[src/rtl/fetch_run_controller.sv]
// Run/step/pause sequencer for fetch and pipeline enable; drains the pipeline with NOPs after HALT, then parks.
// Latency: a command sampled at an edge changes state on that edge; outputs are registered-state decodes (Moore).
// Backpressure: none; commands are level-sampled each cycle and ignored in states that do not accept them.
module fetch_run_controller #(
    parameter int                     NB_INSTR     = 32,
    parameter logic [NB_INSTR-1:0]    HALT_INSTR   = {NB_INSTR{1'b1}},
    parameter int                     DRAIN_CYCLES = 4,
    parameter int                     NB_CNT       = 32
) (
    input  logic                  i_clock,
    input  logic                  i_reset,
    input  logic                  i_start,
    input  logic                  i_step,
    input  logic                  i_stop,
    input  logic [NB_INSTR-1:0]   i_ir,
    output logic                  o_valid,
    output logic                  o_nop_fetch,
    output logic                  o_halted,
    output logic                  o_busy,
    output logic [2:0]            o_state,
    output logic [NB_CNT-1:0]     o_cycle_count
);

    typedef enum logic [2:0] {
        ST_IDLE   = 3'd0,
        ST_RUN    = 3'd1,
        ST_STEP   = 3'd2,
        ST_DRAIN  = 3'd3,
        ST_HALTED = 3'd4
    } state_t;

    // Drain length fits a 4-bit counter (legal range 1..15).
    localparam logic [3:0]        DRAIN_LOAD = 4'(DRAIN_CYCLES);
    localparam logic [NB_CNT-1:0] CNT_ONE    = {{(NB_CNT-1){1'b0}}, 1'b1};
    localparam logic [NB_CNT-1:0] CNT_MAX    = {NB_CNT{1'b1}};

    state_t      state;
    state_t      state_next;
    logic [3:0]  drain_cnt;
    logic [3:0]  drain_next;
    logic        clr_cnt;
    logic        halt_hit;

    // Full-width compare; only consulted in RUN and STEP.
    assign halt_hit = (i_ir == HALT_INSTR);

    // State and drain counter registers, synchronous reset overrides everything.
    always_ff @(posedge i_clock) begin
        if (i_reset) begin
            state     <= ST_IDLE;
            drain_cnt <= 4'd0;
        end else begin
            state     <= state_next;
            drain_cnt <= drain_next;
        end
    end

    // Next-state logic: command priorities and HALT/drain sequencing.
    always_comb begin
        state_next = state;
        drain_next = drain_cnt;
        clr_cnt    = 1'b0;
        case (state)
            ST_IDLE: begin
                if (i_start) begin
                    state_next = ST_RUN;
                    clr_cnt    = 1'b1;
                end else if (i_step) begin
                    state_next = ST_STEP;
                end
            end
            ST_RUN: begin
                if (halt_hit) begin
                    state_next = ST_DRAIN;
                    drain_next = DRAIN_LOAD;
                end else if (i_stop) begin
                    state_next = ST_IDLE;
                end
            end
            ST_STEP: begin
                if (halt_hit) begin
                    state_next = ST_DRAIN;
                    drain_next = DRAIN_LOAD;
                end else begin
                    state_next = ST_IDLE;
                end
            end
            ST_DRAIN: begin
                // Leaving on the count of 1 gives exactly DRAIN_LOAD enabled cycles.
                drain_next = drain_cnt - 4'd1;
                if (drain_cnt <= 4'd1) begin
                    state_next = ST_HALTED;
                    drain_next = 4'd0;
                end
            end
            ST_HALTED: begin
                state_next = ST_HALTED;
            end
            default: begin
                state_next = ST_IDLE;
                drain_next = 4'd0;
            end
        endcase
    end

    // Moore output decode from registered state.
    always_comb begin
        o_valid     = (state == ST_RUN) || (state == ST_STEP) || (state == ST_DRAIN);
        o_nop_fetch = (state == ST_DRAIN);
        o_halted    = (state == ST_HALTED);
        o_busy      = o_valid;
        o_state     = state;
    end

    // Saturating count of enabled cycles; a fresh start from IDLE clears it.
    always_ff @(posedge i_clock) begin
        if (i_reset) begin
            o_cycle_count <= '0;
        end else if (clr_cnt) begin
            o_cycle_count <= '0;
        end else if (o_valid && (o_cycle_count != CNT_MAX)) begin
            o_cycle_count <= o_cycle_count + CNT_ONE;
        end
    end

endmodule

[config.mk]
export PLATFORM = sky130hd
export DESIGN_NAME = fetch_run_controller
export DESIGN_NICKNAME = d
export VERILOG_FILES = /design/src/rtl/fetch_run_controller.sv
export SDC_FILE = /design/constraint.sdc
export NUM_CORES = 1
export LEC_CHECK = 0
export BUFFER_PORTS_ARGS = -buffer_cell sky130_fd_sc_hd__buf_2
export CAP_MARGIN = 15
export CORE_MARGIN = 4
export CORE_UTILIZATION = 29
export CTS_BUF_LIST = sky130_fd_sc_hd__clkbuf_16
export DETAILED_ROUTE_END_ITERATION = 10
export PLACE_DENSITY = 0.6
export SYNTH_ARGS = -nofsm -noshare
export SYNTH_HDL_FRONTEND = slang
export SYNTH_SLANG_ARGS = --single-unit
[constraint.sdc]
create_clock -name i_clock -period 5.2 [get_ports i_clock]
set_input_delay 0.52 -clock i_clock [delete_from_list [all_inputs] [get_ports i_clock]]
set_output_delay 0.52 -clock i_clock [all_outputs]
set_load 0.05 [all_outputs]
### Word-level counts from Yosys, hierarchy flattened

Index checks and enable logic that the tools add are counted.

* $add $sub $neg: 2
* magnitude comparators: 1
* equal/unequal tests: 10
* multiplexer cells: 12
* bitwise operators: 1
* reductions and logical operators: 9

Operators by type and width (number)
* $add A32 B1 Y32 const B: 1
* $eq A32 B32 Y1 const B: 1
* $ne A32 B32 Y1 const B: 1
* $mux W3: 5
* $pmux W3 S5: 1
* $pmux W4 S3: 1
* $mux W4: 2
* $eq A3 B2 Y1 const B: 2
* $ne A3 B3 Y1 const B: 2
* $reduce_or A2 Y1: 3
* $le A4 B1 Y1 const B: 1
* $ne A2 B1 Y1 const B: 2
* $sub A4 B1 Y4 const B: 1
* $eq A3 B1 Y1 const B: 1
* $eq A3 B3 Y1 const B: 1
* $logic_not A3 Y1: 1
* $reduce_and A3 Y1: 1
* $logic_or A1 B1 Y1: 2
* $mux W1: 2
* $mux W2: 1
* $reduce_and A2 Y1: 1
* $logic_and A1 B1 Y1: 1
* $not A1 Y1: 1

* register bits: 39
* bits of input ports: 37
* output and inout bits: 39
* logic and storage cells: 38

### Longest topological paths before layout

Gate-level depths: netlist of run 1.

* word-level depth: 4
* depth in mapped cells: 8
* mapped depth without buffers: 7

### Worst setup path before layout of run 1

No wires, ideal clock.

* path kind: register to output
* start: register state[2] (netlist: o_state[2])
* end: output port o_halted
* data arrival time: 2.062 ns
* data required time: 4.680 ns
* slack: 2.618 ns
* stages on the path, launching flop included: 4
* buffers on the path: 1
* cells stage by stage: dfxtp_1 -> buf_2 -> inv_1 -> nor3_1

* cells in the longest elaborated chain, start to end: 1

RTL lines
* start: declaration: line 37 `state_t state;`
* start signal: assignment: line 53 `state <= state_next;`
* $eq A3 B3 Y1: line 110 `o_halted = (state == ST_HALTED);`
* end: declaration: line 18 `output logic o_halted,`

Every way passes these cells.

### Final worst setup path of run 1

* start: register o_cycle_count[8]
* end: register o_cycle_count[29]

* cells in the longest elaborated chain, start to end: 2

RTL lines
* start: declaration: line 21 `output logic [NB_CNT-1:0] o_cycle_count`
* start signal: assignment: line 122 `o_cycle_count <= o_cycle_count + CNT_ONE;`
* branches (longest 2 deep; another with $add A32 B1 Y32)

Parallel ways; which one is timed is not known.
A chain may end at the register's enable or synchronous reset.

==> flow_metrics.env, run 1 <==
export IMPL_outcome="finished, final reports clean"
export IMPL_grt_ovfl_total=0
export IMPL_postLayoutCoreUtil_pct=37.6
export IMPL_max_freq_mhz=442
export IMPL_hold_class="flip-flop to flip-flop"
export IMPL_cp_cell_sequence="nand4_2 > nor3_1 > o2111ai_1 > or3_1 > a21oi_1"
export IMPL_dp_slack_ns=2.95
export IMPL_grt_pass1_wl_um=9690
export IMPL_fillCellCount=780
export IMPL_cp_start_kind="flip-flop"
export IMPL_critPathArrivalTime_ns=2.47
export IMPL_fin_ws_ns=2.94
export IMPL_cts_buffers_inserted=5
export IMPL_die_h_um=94.2
export IMPL_crit_type="flip-flop to flip-flop"
export IMPL_setup_viol=0
export IMPL_firstDrtPassIters=4
export IMPL_cts_repair_resized=0
export IMPL_syn_cell_area_um2=2150
export IMPL_route_vias_total=2341
export IMPL_irDropWorstVdd_v=0.000123
export IMPL_yosys_warnings=0
export IMPL_ant_nets=0
export IMPL_clk_latency_ns=0.28
export IMPL_final_max_slew_violation_count=0
export IMPL_critical_path_top_delay_family="simple AND/OR/NAND/NOR gates"
export IMPL_power_density_nw_per_um2=244
export IMPL_synth_cells=264
export IMPL_tightest_slew_ns=0.810
export IMPL_relSlewSlack_pct=45.5
export IMPL_worstPathRequired_ns=5.41
export IMPL_vias_per_cell=5.41
export IMPL_setup_tns_ns=0
export IMPL_synth_top_area_share_pct=36.2
export IMPL_synth_top_flop_cell="dfxtp_1"
export IMPL_ys_types=49
export IMPL_drc=0
export IMPL_postSynthAreaPerCell_um2=8.16
export IMPL_slowest_stage="or3_1"
export IMPL_synth_nets=304
export IMPL_num_rows=31
export IMPL_globalplace_congestion=0.751
export IMPL_wl_per_cell_um=13.4
export IMPL_multi_input_area_um2=1280
export IMPL_ys_ff_latch=39
export IMPL_crit_fanout=12
export IMPL_start_util_pct=29.7
export IMPL_yosys_top_cells_area="dfxtp_1 (36%), a21oi_1 (7.0%), nand4_1 (5.2%)"
export IMPL_cp_end_kind="flip-flop"
export IMPL_cpPeakStageDelay_ns=0.49
export IMPL_grt_pass1_vias=2146
export IMPL_dieArea_um2=8870
export IMPL_cts_root_buffer="clkbuf_16"
export IMPL_ctsHoldBuffers=0
export IMPL_leakage_nw=1.00
export IMPL_maxCapViolations=0
export IMPL_final_cell_mix="buf_2 (75), dfxtp_1 (39), a21oi_1 (30)"
export IMPL_yosysTopAreaCell="dfxtp_1"
export IMPL_async_flop_share_pct=0
export IMPL_top_level_ports=76
export IMPL_core_area_um2=7250
export IMPL_layout_commonest_cell="buf_2"
export IMPL_antenna_found_initial=0
export IMPL_post_cts_setup_buffers=0
export IMPL_syn_to_final_growth_pct=26.6
export IMPL_cts_htree_levels=2
export IMPL_fin_skew_ns=0.00334
export IMPL_io_buffer_count=75
export IMPL_rsz0062_at_grt="false"
export IMPL_numClockSinks=39
export IMPL_layout_nets=373
export IMPL_cts_tree="built"
export IMPL_period_share_pct=43.5
export IMPL_initialDrtViolationCount=190
export IMPL_period_needed_ns=2.26
export IMPL_crit_buf_inv=0
export IMPL_dp_hpwl_um=4410
export IMPL_dieWidth_um=94.2
export IMPL_grt_max_degree=33
export IMPL_final_hold_viol_count=0
export IMPL_ff_latch_area_um2=781
export IMPL_cts_buffer_depth=2
export IMPL_grt_usage_pct=13.4
export IMPL_drive_gt1_share_pct=28.1
export IMPL_synth_edff_count=0
export IMPL_routed_wl_um=5820
export IMPL_ys_seq_area_share_pct=36.2
export IMPL_clk_pin_slew_ns=0.06
export IMPL_antennaDiodeCount=0
-- power by group --
group,switching (W),internal [W]
Sequential,0.00000609,0.000302
Combinational,0.0000431,0.0000226
Clock,0.000118,0.000175
Total,0.000167,0.000499
-- kinds of logic (layout without fill, tap and decap cells) --
logic type	count (synthesis)	in the layout	share of synthesized area [%]
simple gates	117	117	32.3
compound gates	79	79	23.1
flops	39	39	36.2
buf+inv	21	91	4.53
mux	1	1	0.465
fa+ha+maj	3	3	1.74
xor+xnor	4	4	1.63
-- metrics by stage --
| step | area (um2) | std cells | hold WS (ns) | total power [W] |
|---|---|---|---|---|
| after floorplan | 2150 | 264 | 0.449 | 0.000357 |
| after global placement | 2590 | 425 | 0.470 | 0.000380 |
| after detailed placement | 2590 | 425 | 0.471 | 0.000381 |
| after CTS | 2730 | 433 | 0.483 | 0.000678 |
| after global routing | 2730 | 433 | 0.535 | 0.000696 |
| final | 2730 | 433 | 0.485 | 0.000666 |
-- Yosys cell counts, drive strengths merged (7+ instances only) --
master and number:
o21ai 15, clkbuf 7, nand4 19, nor2 15
nand3 12, or4 9, dfxtp 39, or3 16
nand2 17, a21oi 30, inv 8, o31ai 9
-- layer usage --
layer / vias to the layer above / track usage [%] / wire length, um
li1: 1163 / - / -
met1: 1093 / 16.9 / 2620
met2: 77 / 22.3 / 2710
met3: 8 / 3.61 / 436
met4: 0 / 3.97 / 62
met5: - / 0 / 0
-- layout make-up --
class	instances	share of cell area, %
Clock buffer	5	4.59
Timing Repair Buffer	75	13.8
Tap cell	99	4.54
Inverter	8	1.10
Sequential cell	39	28.6
Clock inverter	3	0.596
Multi-Input combinational cell	204	46.8
-- registers in the layout, indices dropped and copies added, names as in the netlist --
| name | count |
|---|---|
| o_state | 3 |
| o_cycle_count | 32 |
| drain_cnt | 4 |
-- final timing paths --
check                         from                 to  slack [ns]  cells past startpoint
hold / removal        drain_cnt[3]       drain_cnt[3]        0.48                      1
setup / recovery  o_cycle_count[8]  o_cycle_count[29]        2.94                      5
setup reg to reg  o_cycle_count[8]  o_cycle_count[29]        2.94                      5
hold reg to reg       drain_cnt[3]       drain_cnt[3]        0.48                      1
Note: power is estimated with default switching activity, not from simulation.
==> run 2: changes to the inputs <==
--- a/config.mk
+++ b/config.mk
@@ -11,7 +11,7 @@
 export CORE_UTILIZATION = 29
 export CTS_BUF_LIST = sky130_fd_sc_hd__clkbuf_16
 export DETAILED_ROUTE_END_ITERATION = 10
-export PLACE_DENSITY = 0.6
+export PLACE_DENSITY = 0.62
 export SYNTH_ARGS = -nofsm -noshare
 export SYNTH_HDL_FRONTEND = slang
 export SYNTH_SLANG_ARGS = --single-unit
==> constraint.sdc (replaced) <==
create_clock -name i_clock -period 1.93 [get_ports i_clock]
set_input_delay 0.193 -clock i_clock [delete_from_list [all_inputs] [get_ports i_clock]]
set_output_delay 0.193 -clock i_clock [all_outputs]
set_load 0.05 [all_outputs]
==> flow_metrics.env, run 2 (synthesis gave the netlist of run 1 again) <==
export IMPL_outcome="finished, final reports clean"
export IMPL_grt_max_degree=23
export IMPL_crit_fanout=6
export IMPL_final_max_slew_violation_count=0
export IMPL_numClockSinks=39
export IMPL_relSlewSlack_pct=64.8
export IMPL_antennaDiodeCount=0
export IMPL_total_power_w=0.00190
export IMPL_dp_hpwl_um=4920
export IMPL_grt_pass1_vias=2325
export IMPL_dieWidth_um=94.2
export IMPL_ctsHoldBuffers=0
export IMPL_clk_pin_slew_ns=0.06
export IMPL_fin_ws_ns=0.0471
export IMPL_initialDrtViolationCount=90
export IMPL_cts_htree_levels=2
export IMPL_cts_buffer_depth=2
export IMPL_cts_tree="built"
export IMPL_crit_start="o_cycle_count[4]"
export IMPL_cts_buffers_inserted=5
export IMPL_syn_to_final_growth_pct=40.9
export IMPL_hold_class="input port to flip-flop"
export IMPL_crit_type="flip-flop to flip-flop"
export IMPL_rr_startpoint="o_cycle_count[4]"
export IMPL_vias_per_cell=5.27
export IMPL_final_hold_viol_count=0
export IMPL_dieArea_um2=8870
export IMPL_irDropWorstVdd_v=0.000298
export IMPL_layout_nets=398
export IMPL_fillCellCount=746
export IMPL_worstPathRequired_ns=2.15
export IMPL_ant_nets=0
export IMPL_cts_root_buffer="clkbuf_16"
export IMPL_largest_register="o_cycle_count"
export IMPL_cp_start_kind="flip-flop"
export IMPL_setup_viol=0
export IMPL_slowest_stage="or4_4"
export IMPL_drc=0
export IMPL_max_freq_mhz=531
export IMPL_top_level_ports=76
export IMPL_num_rows=31
export IMPL_fin_skew_ns=0.00536
export IMPL_cpPeakStageDelay_ns=0.51
export IMPL_cp_cell_sequence="and4_1 > nand3_1 > or4_4 > or4_1 > a21oi_2"
export IMPL_firstDrtPassIters=4
export IMPL_maxCapViolations=0
export IMPL_critPathArrivalTime_ns=2.10
export IMPL_dp_slack_ns=0.105
export IMPL_grt_pass1_wl_um=10600
export IMPL_clk_latency_ns=0.28
export IMPL_start_util_pct=29.7
export IMPL_dpl_cell_count=449
export IMPL_die_h_um=94.2
export IMPL_route_vias_total=2412
export IMPL_tightest_slew_ns=0.528
export IMPL_period_needed_ns=1.88
export IMPL_min_from="i_reset"
export IMPL_cp_end_kind="flip-flop"
export IMPL_grt_usage_pct=14.8
export IMPL_leakage_nw=1.18
export IMPL_largest_register_ffs=32
export IMPL_globalplace_congestion=0.827
export IMPL_core_area_um2=7250
export IMPL_layout_commonest_cell="buf_2"
export IMPL_routed_wl_um=6350
export IMPL_wl_per_cell_um=13.9
export IMPL_power_density_nw_per_um2=628
export IMPL_drive_gt1_share_pct=44.0
export IMPL_grt_ovfl_total=0
export IMPL_final_cell_mix="buf_2 (75), a21oi_1 (29), dfxtp_2 (28)"
export IMPL_period_share_pct=97.6
export IMPL_final_cells=458
export IMPL_antenna_found_initial=0
export IMPL_io_buffer_count=75
[run 2: cell count changes in the layout (fill, tap and decap cells not counted), moves of 4 or more]
cell	previous run	this run
dfxtp_1	39	7
dfxtp_4	0	4
buf_4	0	25
dfxtp_2	0	28
[run 2: per-layer routing]
metal	routed length [um]	share of wire, %	track usage, %	vias up
met1	2790	44	17.7	1124
met4	106	1.7	5.29	0
met2	3020	48	25.4	76
li1	-	-	-	1202
met3	433	6.8	3.77	10
met5	0	0	0	-
[run 2: timing repair]
action / CTS / global route
setup buffers: 0 / 1
setup endpoints to repair: 0 / 8
resized for setup: 0 / 3
[run 2: power by group]
part	internal, W	total (W)	leakage [nW]	switching [W]
sequential	0.000808	0.000816	0.332	0.00000757
combinational	0.0000780	0.000212	0.766	0.000133
clock	0.000550	0.000878	0.0794	0.000327
total	0.00144	0.00190	1.18	0.000468
[run 2: cell type report]
cell class                      count  area, um2  area share (%)
Sequential cell                    39        831            27.4
Clock buffer                        6        150            4.95
Timing Repair Buffer              100        563            18.5
Multi-Input combinational cell    204       1330            43.8
Tap cell                           99        124            4.08
Inverter                            8       30.0           0.989
Clock inverter                      2       8.76           0.289
[run 2: final timing paths]
kind                            slack [ns]  depth (start not counted)                end
worst max-delay path                  0.05                          5  o_cycle_count[17]
worst min-delay path                  0.20                          2         o_state[0]
worst max register to register        0.05                          5  o_cycle_count[17]
worst min register to register        0.48                          1       drain_cnt[3]
[run 2: critical path: cells and delay by family (launching register included)]
| family | cells | cell delay (ns) |
|---|---|---|
| DFF | 1 | 0.36 |
| AOI/OAI and AO/OA | 1 | 0.16 |
| and+or+nand+nor | 4 | 1.30 |
[run 2: metrics by stage]
step	util (%)	hold WS, ns	setup TNS, ns	area (um2)
after floorplan	-	0.445	-0.0130	2260
after global placement	39.3	0.466	0	2850
after global routing	41.8	0.216	-0.0248	3040
after CTS	41.5	0.193	0	3010
after detailed placement	39.3	0.476	0	2850
final	41.8	0.199	0	3040
